### src/rtl/fifo_word_packer_pkg.sv
// ----------------------------------------------------------------------------
// fifo_pkg : shared constants and state type for the byte-FIFO word packer
// Rev 1.0
// ----------------------------------------------------------------------------
`default_nettype none

package fifo_pkg;

   localparam int DATA_W               = 8;
   localparam int FIFO_DEPTH           = 64;
   localparam int PACK_BYTES           = 4;
   localparam int FLUSH_CYCLES_DEFAULT = 16;
   localparam int HELD_W               = $clog2(PACK_BYTES + 1);
   localparam int LANE_W               = $clog2(PACK_BYTES);

   typedef enum logic [0:0] {
      FILL = 1'b0,
      OUT  = 1'b1
   } pack_state_t;

endpackage

`default_nettype wire

### src/rtl/fifo_word_packer_if.sv
// ----------------------------------------------------------------------------
// fifo_word_packer_if : FIFO read port plus packed-word valid/ready bus
// Rev 1.0
// ----------------------------------------------------------------------------
`default_nettype none

interface fifo_word_packer_if import fifo_pkg::*; ();

   logic                          buf_empt;
   logic [DATA_W-1:0]             buf_out;
   logic                          rd_en;
   logic [PACK_BYTES*DATA_W-1:0]  word_out;
   logic [PACK_BYTES-1:0]         word_keep;
   logic                          word_valid;
   logic                          word_ready;
   logic [15:0]                   words_sent;

   modport master (
      input  buf_empt, buf_out, word_ready,
      output rd_en, word_out, word_keep, word_valid, words_sent
   );

   modport slave (
      output buf_empt, buf_out, word_ready,
      input  rd_en, word_out, word_keep, word_valid, words_sent
   );

endinterface

`default_nettype wire

### src/rtl/fifo_word_packer_assembler.sv
// ----------------------------------------------------------------------------
// byte_lane_assembler : 4-lane byte register with indexed write, clear, keep mask
// Rev 1.0
// ----------------------------------------------------------------------------
`default_nettype none

module byte_lane_assembler import fifo_pkg::*; (
   input  logic                          clk,
   input  logic                          rst,
   input  logic                          clr,
   input  logic                          wr_en,
   input  logic [LANE_W-1:0]             wr_lane,
   input  logic [DATA_W-1:0]             wr_data,
   input  logic [HELD_W-1:0]             keep_cnt,
   output logic [PACK_BYTES*DATA_W-1:0]  word,
   output logic [PACK_BYTES-1:0]         keep
);

   logic [PACK_BYTES-1:0][DATA_W-1:0] lanes_q, lanes_d;

   always_comb begin
      lanes_d = lanes_q;
      if (clr) begin
         lanes_d = '0;
      end else if (wr_en) begin
         lanes_d[wr_lane] = wr_data;
      end
   end

   always_ff @(posedge clk or posedge rst) begin
      if (rst) begin
         lanes_q <= '0;
      end else begin
         lanes_q <= lanes_d;
      end
   end

   assign word = lanes_q;

   // Lane i is valid once more than i bytes have been collected.
   generate
      for (genvar i = 0; i < PACK_BYTES; i++) begin : g_keep
         assign keep[i] = (keep_cnt > HELD_W'(i));
      end
   endgenerate

endmodule

`default_nettype wire

### src/rtl/fifo_word_packer.sv
// ----------------------------------------------------------------------------
// fifo_word_packer : drains a byte FIFO into little-endian 32-bit words.
// Optional partial-word flush on idle timeout: PACK_FLUSH_EN. Rev 1.0
// ----------------------------------------------------------------------------
`default_nettype none

module fifo_word_packer import fifo_pkg::*; #(
   parameter int BYTES        = PACK_BYTES,
   parameter int FLUSH_CYCLES = FLUSH_CYCLES_DEFAULT
) (
   input  logic               clk,
   input  logic               rst,
   fifo_word_packer_if.master bus
);

   generate
      if (BYTES != PACK_BYTES || FLUSH_CYCLES < 1) begin : g_param_check
         $error("fifo_word_packer: BYTES must equal PACK_BYTES and FLUSH_CYCLES must be >= 1");
      end
   endgenerate

   pack_state_t         state_q, state_d;
   logic [HELD_W-1:0]   held_q, held_d;
   logic                inflight_q, inflight_d;
   logic [15:0]         words_sent_q, words_sent_d;

   logic                w_rd_en;
   logic                w_capture;
   logic                w_accept;
   logic                w_valid;
   logic                w_flush;
   logic [HELD_W:0]     w_pending;
   logic [PACK_BYTES-1:0] w_keep_mask;

   always_ff @(posedge clk or posedge rst) begin
      if (rst) begin
         state_q      <= FILL;
         held_q       <= '0;
         inflight_q   <= 1'b0;
         words_sent_q <= '0;
      end else begin
         state_q      <= state_d;
         held_q       <= held_d;
         inflight_q   <= inflight_d;
         words_sent_q <= words_sent_d;
      end
   end

   // Reads are budgeted against bytes held plus the one still in flight so a
   // fifth byte is never popped. rd_en is also masked while reset is active.
   always_comb begin
      w_pending = {1'b0, held_q} + (HELD_W+1)'(inflight_q);
      w_valid   = (state_q == OUT);
      w_rd_en   = !rst && (state_q == FILL) && !bus.buf_empt &&
                  (w_pending < (HELD_W+1)'(BYTES));
      w_capture = (state_q == FILL) && inflight_q;
      w_accept  = w_valid && bus.word_ready;
   end

   always_comb begin
      state_d      = state_q;
      held_d       = held_q;
      inflight_d   = w_rd_en;
      words_sent_d = words_sent_q;
      case (state_q)
         FILL: begin
            if (w_capture) begin
               held_d = held_q + HELD_W'(1);
            end
            if (held_d == HELD_W'(BYTES) || w_flush) begin
               state_d = OUT;
            end
         end
         OUT: begin
            if (w_accept) begin
               held_d       = '0;
               words_sent_d = words_sent_q + 16'd1;
               state_d      = FILL;
            end
         end
         default: state_d = FILL;
      endcase
   end

`ifdef PACK_FLUSH_EN
   localparam int IDLE_W = $clog2(FLUSH_CYCLES + 1);

   logic [IDLE_W-1:0] idle_q, idle_d;
   logic              w_idle;

   always_comb begin
      w_idle  = (state_q == FILL) && (held_q != '0) && (held_q < HELD_W'(BYTES)) &&
                !inflight_q && bus.buf_empt;
      idle_d  = w_idle ? idle_q + IDLE_W'(1) : '0;
      w_flush = w_idle && (idle_q == IDLE_W'(FLUSH_CYCLES - 1));
      if (w_flush) begin
         idle_d = '0;
      end
   end

   always_ff @(posedge clk or posedge rst) begin
      if (rst) begin
         idle_q <= '0;
      end else begin
         idle_q <= idle_d;
      end
   end
`else
   assign w_flush = 1'b0;
`endif

   byte_lane_assembler u_lanes (
      .clk      (clk),
      .rst      (rst),
      .clr      (w_accept),
      .wr_en    (w_capture),
      .wr_lane  (held_q[LANE_W-1:0]),
      .wr_data  (bus.buf_out),
      .keep_cnt (held_q),
      .word     (bus.word_out),
      .keep     (w_keep_mask)
   );

   assign bus.rd_en      = w_rd_en;
   assign bus.word_valid = w_valid;
   assign bus.word_keep  = w_valid ? w_keep_mask : '0;
   assign bus.words_sent = words_sent_q;

endmodule

`default_nettype wire

### src/flat_wrapper.sv
// flat-port wrapper written by rule: the top's interface ports become plain ports
module fifo_word_packer_flat import fifo_pkg::*;
#(
   parameter int BYTES        = PACK_BYTES,
   parameter int FLUSH_CYCLES = FLUSH_CYCLES_DEFAULT
)
  (clk, rst, bus_buf_empt, bus_buf_out, bus_word_ready, bus_rd_en, bus_word_out, bus_word_keep, bus_word_valid, bus_words_sent);
  fifo_word_packer_if bus_i ();
  input  logic clk;
  input  logic rst;
  input wire logic [$bits(bus_i.buf_empt)-1:0] bus_buf_empt;
  input wire logic [$bits(bus_i.buf_out)-1:0] bus_buf_out;
  input wire logic [$bits(bus_i.word_ready)-1:0] bus_word_ready;
  output wire logic [$bits(bus_i.rd_en)-1:0] bus_rd_en;
  output wire logic [$bits(bus_i.word_out)-1:0] bus_word_out;
  output wire logic [$bits(bus_i.word_keep)-1:0] bus_word_keep;
  output wire logic [$bits(bus_i.word_valid)-1:0] bus_word_valid;
  output wire logic [$bits(bus_i.words_sent)-1:0] bus_words_sent;
  assign bus_i.buf_empt = bus_buf_empt;
  assign bus_i.buf_out = bus_buf_out;
  assign bus_i.word_ready = bus_word_ready;
  assign bus_rd_en = bus_i.rd_en;
  assign bus_word_out = bus_i.word_out;
  assign bus_word_keep = bus_i.word_keep;
  assign bus_word_valid = bus_i.word_valid;
  assign bus_words_sent = bus_i.words_sent;
  fifo_word_packer #(.BYTES(BYTES), .FLUSH_CYCLES(FLUSH_CYCLES)) u_core (.clk(clk), .rst(rst), .bus(bus_i));
endmodule
### config.mk
export PLATFORM = sky130hd
export DESIGN_NAME = fifo_word_packer_flat
export DESIGN_NICKNAME = d
export VERILOG_FILES = /design/src/rtl/fifo_word_packer_pkg.sv /design/src/rtl/fifo_word_packer_if.sv /design/src/rtl/fifo_word_packer_assembler.sv /design/src/rtl/fifo_word_packer.sv /design/src/flat_wrapper.sv
export SDC_FILE = /design/constraint.sdc
export NUM_CORES = 1
export LEC_CHECK = 0
export BUFFER_PORTS_ARGS = -buffer_cell sky130_fd_sc_hd__buf_2
export CORE_MARGIN = 2
export CORE_UTILIZATION = 29
export CTS_CLUSTER_SIZE = 20
export DETAILED_ROUTE_END_ITERATION = 7
export GPL_ROUTABILITY_DRIVEN = 0
export PLACE_DENSITY_LB_ADDON = 0.25
export SYNTH_ARGS = -nofsm -noshare
export SYNTH_HDL_FRONTEND = slang
export SYNTH_HIERARCHICAL = 1
export SYNTH_SLANG_ARGS = --single-unit
### constraint.sdc
create_clock -name clk -period 1.85 [get_ports clk]
set_clock_uncertainty 0.15 [all_clocks]
set_input_delay 0.0925 -clock clk [delete_from_list [all_inputs] [get_ports clk]]
set_output_delay 0.0925 -clock clk [all_outputs]
set_load 0.01 [all_outputs]
==> impl_metrics.env, run 1 <==
export IMPL_syn_num_nets=232
export IMPL_setup_violations=1
export IMPL_fin_ws_ns=-0.0161
export IMPL_outcome="finished, violations left"
export IMPL_dp_cells=393
export IMPL_nNetsFinal=322
export IMPL_arrival_ns=1.62
export IMPL_yosys_warnings=6
export IMPL_final_core_util_pct=39.3
export IMPL_die_area_um2=9320
export IMPL_layout_area_seq_um2=1330
export IMPL_number_of_enable_type_register_cells_in_the_synthesized_netlist=0
export IMPL_synth_top_cell_by_area="dfrtp_1"
export IMPL_routed_wl_um=5710
export IMPL_post_route_drc_count=0
export IMPL_final_layout_size_suffix_gt1_share_pct=33.8
export IMPL_port_buffers=65
export IMPL_critical_path_startpoint_type="register"
export IMPL_ir_worst_vdd_uv=572
export IMPL_post_synth_top_count_cell="dfrtp_1"
export IMPL_clk_insertion_delay_late_ns=0.31
export IMPL_max_slew_worst_pin_slew_ns=0.417
export IMPL_floorplan_rows=33
export IMPL_synth_sequential_area_ratio_pct=53.4
export IMPL_grt_antenna_before_repair=0
export IMPL_cp_data_required_time_ns=1.61
export IMPL_timing_slew_headroom_pct=72.2
export IMPL_yosys_top_cells_count="53 x dfrtp_1, 41 x nand2b_1, 32 x mux2i_1"
export IMPL_maximum_number_of_pins_on_one_net_before_global_route_repair=41
export IMPL_slew_violations=0
export IMPL_design_portCount=66
export IMPL_timing_final_hold_violations=0
export IMPL_synth_cell_types=33
export IMPL_gr_total_overflow=0
export IMPL_h_tree_depth_reported_by_cts=2
export IMPL_cts_clk_slew_worst_paths_ns=0.10
export IMPL_avgSynthCellArea_um2=11.4
export IMPL_hp_class="in2reg"
export IMPL_minimum_setup_slack_after_placement_ns=0.0472
export IMPL_crit_path_max_fanout=7
export IMPL_wl_per_cell_um=13.8
export IMPL_overall_via_count_from_detail_route=1832
export IMPL_leading_post_synthesis_cells_by_cell_area="dfrtp_1 53%, mux2i_1 13%, nand2b_1 10%, xnor2_1 4.2%, nand2_1 1.7%"
export IMPL_cts_path_max_buffers=2
export IMPL_postSynthRegisterBits=53
export IMPL_detailed_place_hpwl_um=3900
export IMPL_synth_largest_type_area_fraction_pct=53.4
export IMPL_timing_worst_setup_path_type="reg2out"
export IMPL_synthCells=218
export IMPL_finalCritPeriodShare_pct=101
export IMPL_multi_input_area_um2=1120
export IMPL_antennaDiodeCount=0
export IMPL_number_of_nets_still_failing_antenna_checks_after_routing=0
export IMPL_timing_max_cap_violations=0
export IMPL_die_height_um=96.6
export IMPL_synthToLayoutAreaGrowth_pct=30.8
export IMPL_layoutNonFillerInstCount=413
export IMPL_grt_pass1_vias=1865
export IMPL_die_width_um=96.6
export IMPL_critical_path_endpoint_type="primary output"
export IMPL_clk_root_buffer_cell="clkbuf_8"
export IMPL_fp_coreArea_um2=8260
export IMPL_clock_buffers_created_by_tritoncts=5
export IMPL_post_route_min_period_ns=1.87
export IMPL_numClockSinks=53
export IMPL_start_util_pct=30.1
export IMPL_maxClockFrequency_mhz=536
export IMPL_holdWs_ns=0.00800
export IMPL_mappedNetlistArea_um2=2480
export IMPL_violations="negative setup slack"
export IMPL_grt_pass1_wl_um=9220
export IMPL_postSynth_topFlopCell="dfrtp_1"
export IMPL_via_per_inst=4.44
export IMPL_dr_pass1_iters=4
export IMPL_track_usage_pct=12.9
export IMPL_drt_first_iter_violations=60
export IMPL_total_leakage_power_nw=1.77
export IMPL_power_per_cell_area_nw_per_um2=1190
export IMPL_unrepaired_setup_endpoints_after_global_routing="yes"
export IMPL_fillCellCount=832
export IMPL_tritoncts="built"
export IMPL_ys_async_sr_fraction_pct=100
[critical path, stage by stage (launching register included)]
cell and delay, ns:
dfrtp_2 0.45, or4_4 0.55, a31oi_4 0.16, buf_2 0.15
[state kept, by name, summed over array words and instances, names as in the netlist]
signal,cells
u_core/bus.word_valid,1
u_core/bus.words_sent,16
u_core/held_q,3
u_core/inflight_q,1
u_core/u_lanes/word,32
[path summary, 6_finish.rpt]
kind	slack, ns	from	endpoint	cells after the start
max in group asynchronous	0.98	rst	u_core/u_lanes/word[23]$_DFFE_PP0P_	4
worst max-delay path	-0.02	u_core/held_q[2]$_DFFE_PP0P_	bus_rd_en	3
worst min-delay path	0.008	bus_buf_out[1]	u_core/u_lanes/word[1]$_DFFE_PP0P_	3
min in group asynchronous	0.21	rst	u_core/inflight_q$_DFF_PP0_	4
worst min register to register	0.32	u_core/bus.words_sent[15]$_DFFE_PP0P_	u_core/bus.words_sent[15]$_DFFE_PP0P_	1
worst max register to register	0.07	u_core/bus.word_valid$_DFF_PP0_	u_core/u_lanes/word[2]$_DFFE_PP0P_	5
[kinds of logic after synthesis]
family	after synthesis	share of synthesized area [%]
muxes	33	13.3
AOI/OAI and AO/OA	8	1.91
buffers and inverters	16	2.57
DFF	53	53.4
xor gates and xnor gates	16	5.94
adders and majority gates	2	1.01
and+or+nand+nor	90	21.9
[repair_timing]
action,4_1_cts,5_1_grt
endpoints found under the setup margin,1,11
gates resized for setup,3,6
hold buffers,7,0
pin swaps,1,0
setup buffers,3,3
endpoints found under the hold margin,66,0
[cells in the final DEF (no fill, tap or decap), types with 6 or more instances in the layout]
cell,n
buf_2,65
buf_4,17
clkbuf_8,6
dfrtp_1,50
dlygate4sd3_1,7
inv_1,8
mux2i_1,32
nand2_1,11
nand2b_1,41
nand3_1,6
nor2_1,7
xnor2_1,12
[where the power goes]
part | internal [mW] | leakage, nW | switching [mW]
clock | 0.298 | 0.0443 | 0.378
sequential | 1.50 | 0.687 | 0.239
combinational | 0.711 | 1.04 | 0.749
total | 2.51 | 1.77 | 1.37
[through the flow]
stage	setup TNS, ns	cell area, um2	total power, mW
4_1_cts	-0.0658	3200	3.90
5_1_grt	-0.216	3250	4.17
6_report	-0.0161	3250	3.88
3_3_place_gp	0	3020	3.15
3_5_place_dp	0	3020	3.17
2_1_floorplan	0	2480	2.55
[routing by layer]
metal / vias to the layer above / routed length, um / GRT usage, %
li1: 900 / - / -
met1: 875 / 2720 / 17.2
met2: 49 / 2580 / 20.7
met3: 8 / 331 / 3.57
met4: 0 / 70 / 3.52
met5: - / 0 / 0
[layout make-up]
type	instances	share of cell area (%)
tap	105	4.04
multi-input combinational	149	34.4
sequential	53	40.9
inverter	8	0.924
timing repair buffer	91	17.1
clock buffer	7	2.66
Note: power is estimated with default switching activity, not from simulation.
==> run 2: changes to the inputs <==
--- a/config.mk
+++ b/config.mk
@@ -8,9 +8,10 @@
 export BUFFER_PORTS_ARGS = -buffer_cell sky130_fd_sc_hd__buf_2
 export CORE_MARGIN = 2
 export CORE_UTILIZATION = 29
+export CTS_BUF_LIST = sky130_fd_sc_hd__clkbuf_16
 export CTS_CLUSTER_SIZE = 20
 export DETAILED_ROUTE_END_ITERATION = 7
-export GPL_ROUTABILITY_DRIVEN = 0
+export GPL_ROUTABILITY_DRIVEN = 1
 export PLACE_DENSITY_LB_ADDON = 0.25
 export SYNTH_ARGS = -nofsm -noshare
 export SYNTH_HDL_FRONTEND = slang
==> impl_metrics.env, run 2 (synthesis results as in run 1) <==
export IMPL_clk_root_buffer_cell="clkbuf_16"
export IMPL_overall_via_count_from_detail_route=1831
export IMPL_start_util_pct=30.1
export IMPL_largest_register_ff_count=32
export IMPL_worstPathCellList="or4_4 > a31oi_4 > buf_2"
export IMPL_ir_worst_vdd_uv=602
export IMPL_number_of_nets_still_failing_antenna_checks_after_routing=0
export IMPL_die_area_um2=9320
export IMPL_critical_path_endpoint_type="primary output"
export IMPL_fp_coreArea_um2=8260
export IMPL_timing_final_hold_violations=0
export IMPL_critical_path_startpoint_type="register"
export IMPL_max_slew_worst_pin_slew_ns=0.421
export IMPL_hp_class="in2reg"
export IMPL_post_route_min_period_ns=1.83
export IMPL_cp_data_required_time_ns=1.61
export IMPL_die_width_um=96.6
export IMPL_clock_buffers_created_by_tritoncts=5
export IMPL_timing_worst_setup_path_type="reg2out"
export IMPL_numClockSinks=53
export IMPL_fillCellCount=832
export IMPL_outcome="finished, final reports clean"
export IMPL_drt_first_iter_violations=66
export IMPL_max_stage_delay_on_crit_path_ns=0.55
export IMPL_synthToLayoutAreaGrowth_pct=31.0
export IMPL_design_portCount=66
export IMPL_grt_pass1_wl_um=9240
export IMPL_antennaDiodeCount=0
export IMPL_crit_path_max_fanout=7
export IMPL_dp_cells=393
export IMPL_track_usage_pct=13.0
export IMPL_detailed_place_hpwl_um=3900
export IMPL_final_core_util_pct=39.4
export IMPL_layoutNonFillerInstCount=409
export IMPL_unrepaired_setup_endpoints_after_global_routing="yes"
export IMPL_port_buffers=65
export IMPL_multi_input_area_um2=1120
export IMPL_minimum_setup_slack_after_placement_ns=0.0472
export IMPL_cts_path_max_buffers=2
export IMPL_placer_congestion_estimate=0.709
export IMPL_timing_critical_path_buf_inv=1
export IMPL_grt_pass1_vias=1863
export IMPL_final_layout_size_suffix_gt1_share_pct=33.9
export IMPL_tritoncts="built"
export IMPL_total_leakage_power_nw=1.78
export IMPL_post_route_drc_count=0
export IMPL_slew_violations=0
export IMPL_wl_per_cell_um=14.0
export IMPL_hp_start="bus_buf_out[7]"
export IMPL_highest_count_cells_in_the_layout_ignoring_fill_and_taps="65 x buf_2, 52 x dfrtp_1, 40 x nand2b_1"
export IMPL_maxClockFrequency_mhz=545
export IMPL_die_height_um=96.6
export IMPL_tns_ns=0
export IMPL_gr_total_overflow=0
export IMPL_timing_max_cap_violations=0
export IMPL_power_per_cell_area_nw_per_um2=1250
export IMPL_h_tree_depth_reported_by_cts=2
export IMPL_kind_of_cell_adding_the_most_delay_to_the_critical_path="simple AND/OR/NAND/NOR gates"
export IMPL_layout_area_seq_um2=1330
export IMPL_timing_slew_headroom_pct=71.9
export IMPL_cts_clk_slew_worst_paths_ns=0.07
export IMPL_dr_pass1_iters=4
export IMPL_maximum_number_of_pins_on_one_net_before_global_route_repair=41
export IMPL_clk_insertion_delay_late_ns=0.28
export IMPL_arrival_ns=1.59
export IMPL_crit_slowest_cell="or4_4"
export IMPL_floorplan_rows=33
export IMPL_finalPower_mw=4.07
export IMPL_via_per_inst=4.48
export IMPL_nNetsFinal=318
export IMPL_routed_wl_um=5740
export IMPL_critPathLaunch="u_core/held_q[2]$_DFFE_PP0P_"
export IMPL_worst_r2r_startpoint="u_core/bus.word_valid$_DFF_PP0_"
export IMPL_layout_commonest_cell="buf_2"
export IMPL_setup_violations=0
export IMPL_fin_ws_ns=0.0167
export IMPL_grt_antenna_before_repair=0
export IMPL_finalCritPeriodShare_pct=99.1
==> run 2: changes by cell type in the layout (fill, tap and decap cells not counted), sizes merged <==
cell         change
clkinv           +1
inv              +1
clkbuf           -2
dlygate4sd3      -4
==> run 2: final cells by class <==
type | count | area share [%]
timing repair buffer | 87 | 15.8
clock buffer | 5 | 3.84
inverter | 8 | 0.922
multi-input combinational | 149 | 34.4
clock inverter | 2 | 0.231
tap | 105 | 4.04
sequential | 53 | 40.8
==> run 2: through the flow <==
step / hold WS [ns] / cell area [um2]
after floorplan: -0.0810 / 2480
after global placement: 0.0123 / 3020
after detailed placement: 0.0112 / 3020
after CTS: 0.00519 / 3210
after global routing: 0.0237 / 3260
final: 0.00337 / 3260
==> run 2: timing repair <==
item,CTS,global route
hold endpoints to repair,55,0
hold buffers,3,0
gates resized for setup,3,6
pin swaps,1,0
setup endpoints to repair,1,14
setup buffers,3,3
==> run 2: power breakdown <==
part	total, mW	switching [mW]	internal (mW)	leakage [nW]
sequential	1.74	0.241	1.50	0.689
clock	0.873	0.388	0.485	0.0685
combinational	1.46	0.750	0.708	1.02
total	4.07	1.38	2.69	1.78
==> run 2: per-layer routing <==
layer / GRT usage (%) / vias to the layer above / part of all wire [%] / routed length, um
li1: - / 898 / - / -
met2: 20.8 / 47 / 46 / 2650
met4: 2.11 / 0 / 0.40 / 23
met1: 17.1 / 884 / 47 / 2710
met5: 0 / - / 0 / 0
met3: 4.81 / 2 / 6.1 / 349
==> run 2: worst paths after layout <==
path,to,slack (ns),cells after the start
setup / recovery,bus_rd_en,0.02,3
setup reg to reg,u_core/bus.words_sent[14]$_DFFE_PP0P_,0.08,5
hold / removal,u_core/u_lanes/word[15]$_DFFE_PP0P_,0.003,3
hold reg to reg,u_core/bus.words_sent[15]$_DFFE_PP0P_,0.31,1
max in group asynchronous,u_core/u_lanes/word[2]$_DFFE_PP0P_,0.94,4
min in group asynchronous,u_core/inflight_q$_DFF_PP0_,0.24,4
==> run 2: worst min-delay path: cells and delay by family <==
kind / cells / cell delay (ns)
AND/OR/NAND/NOR: 1 / 0.13
multiplexers: 1 / 0.08
buffers and inverters: 1 / 0.09
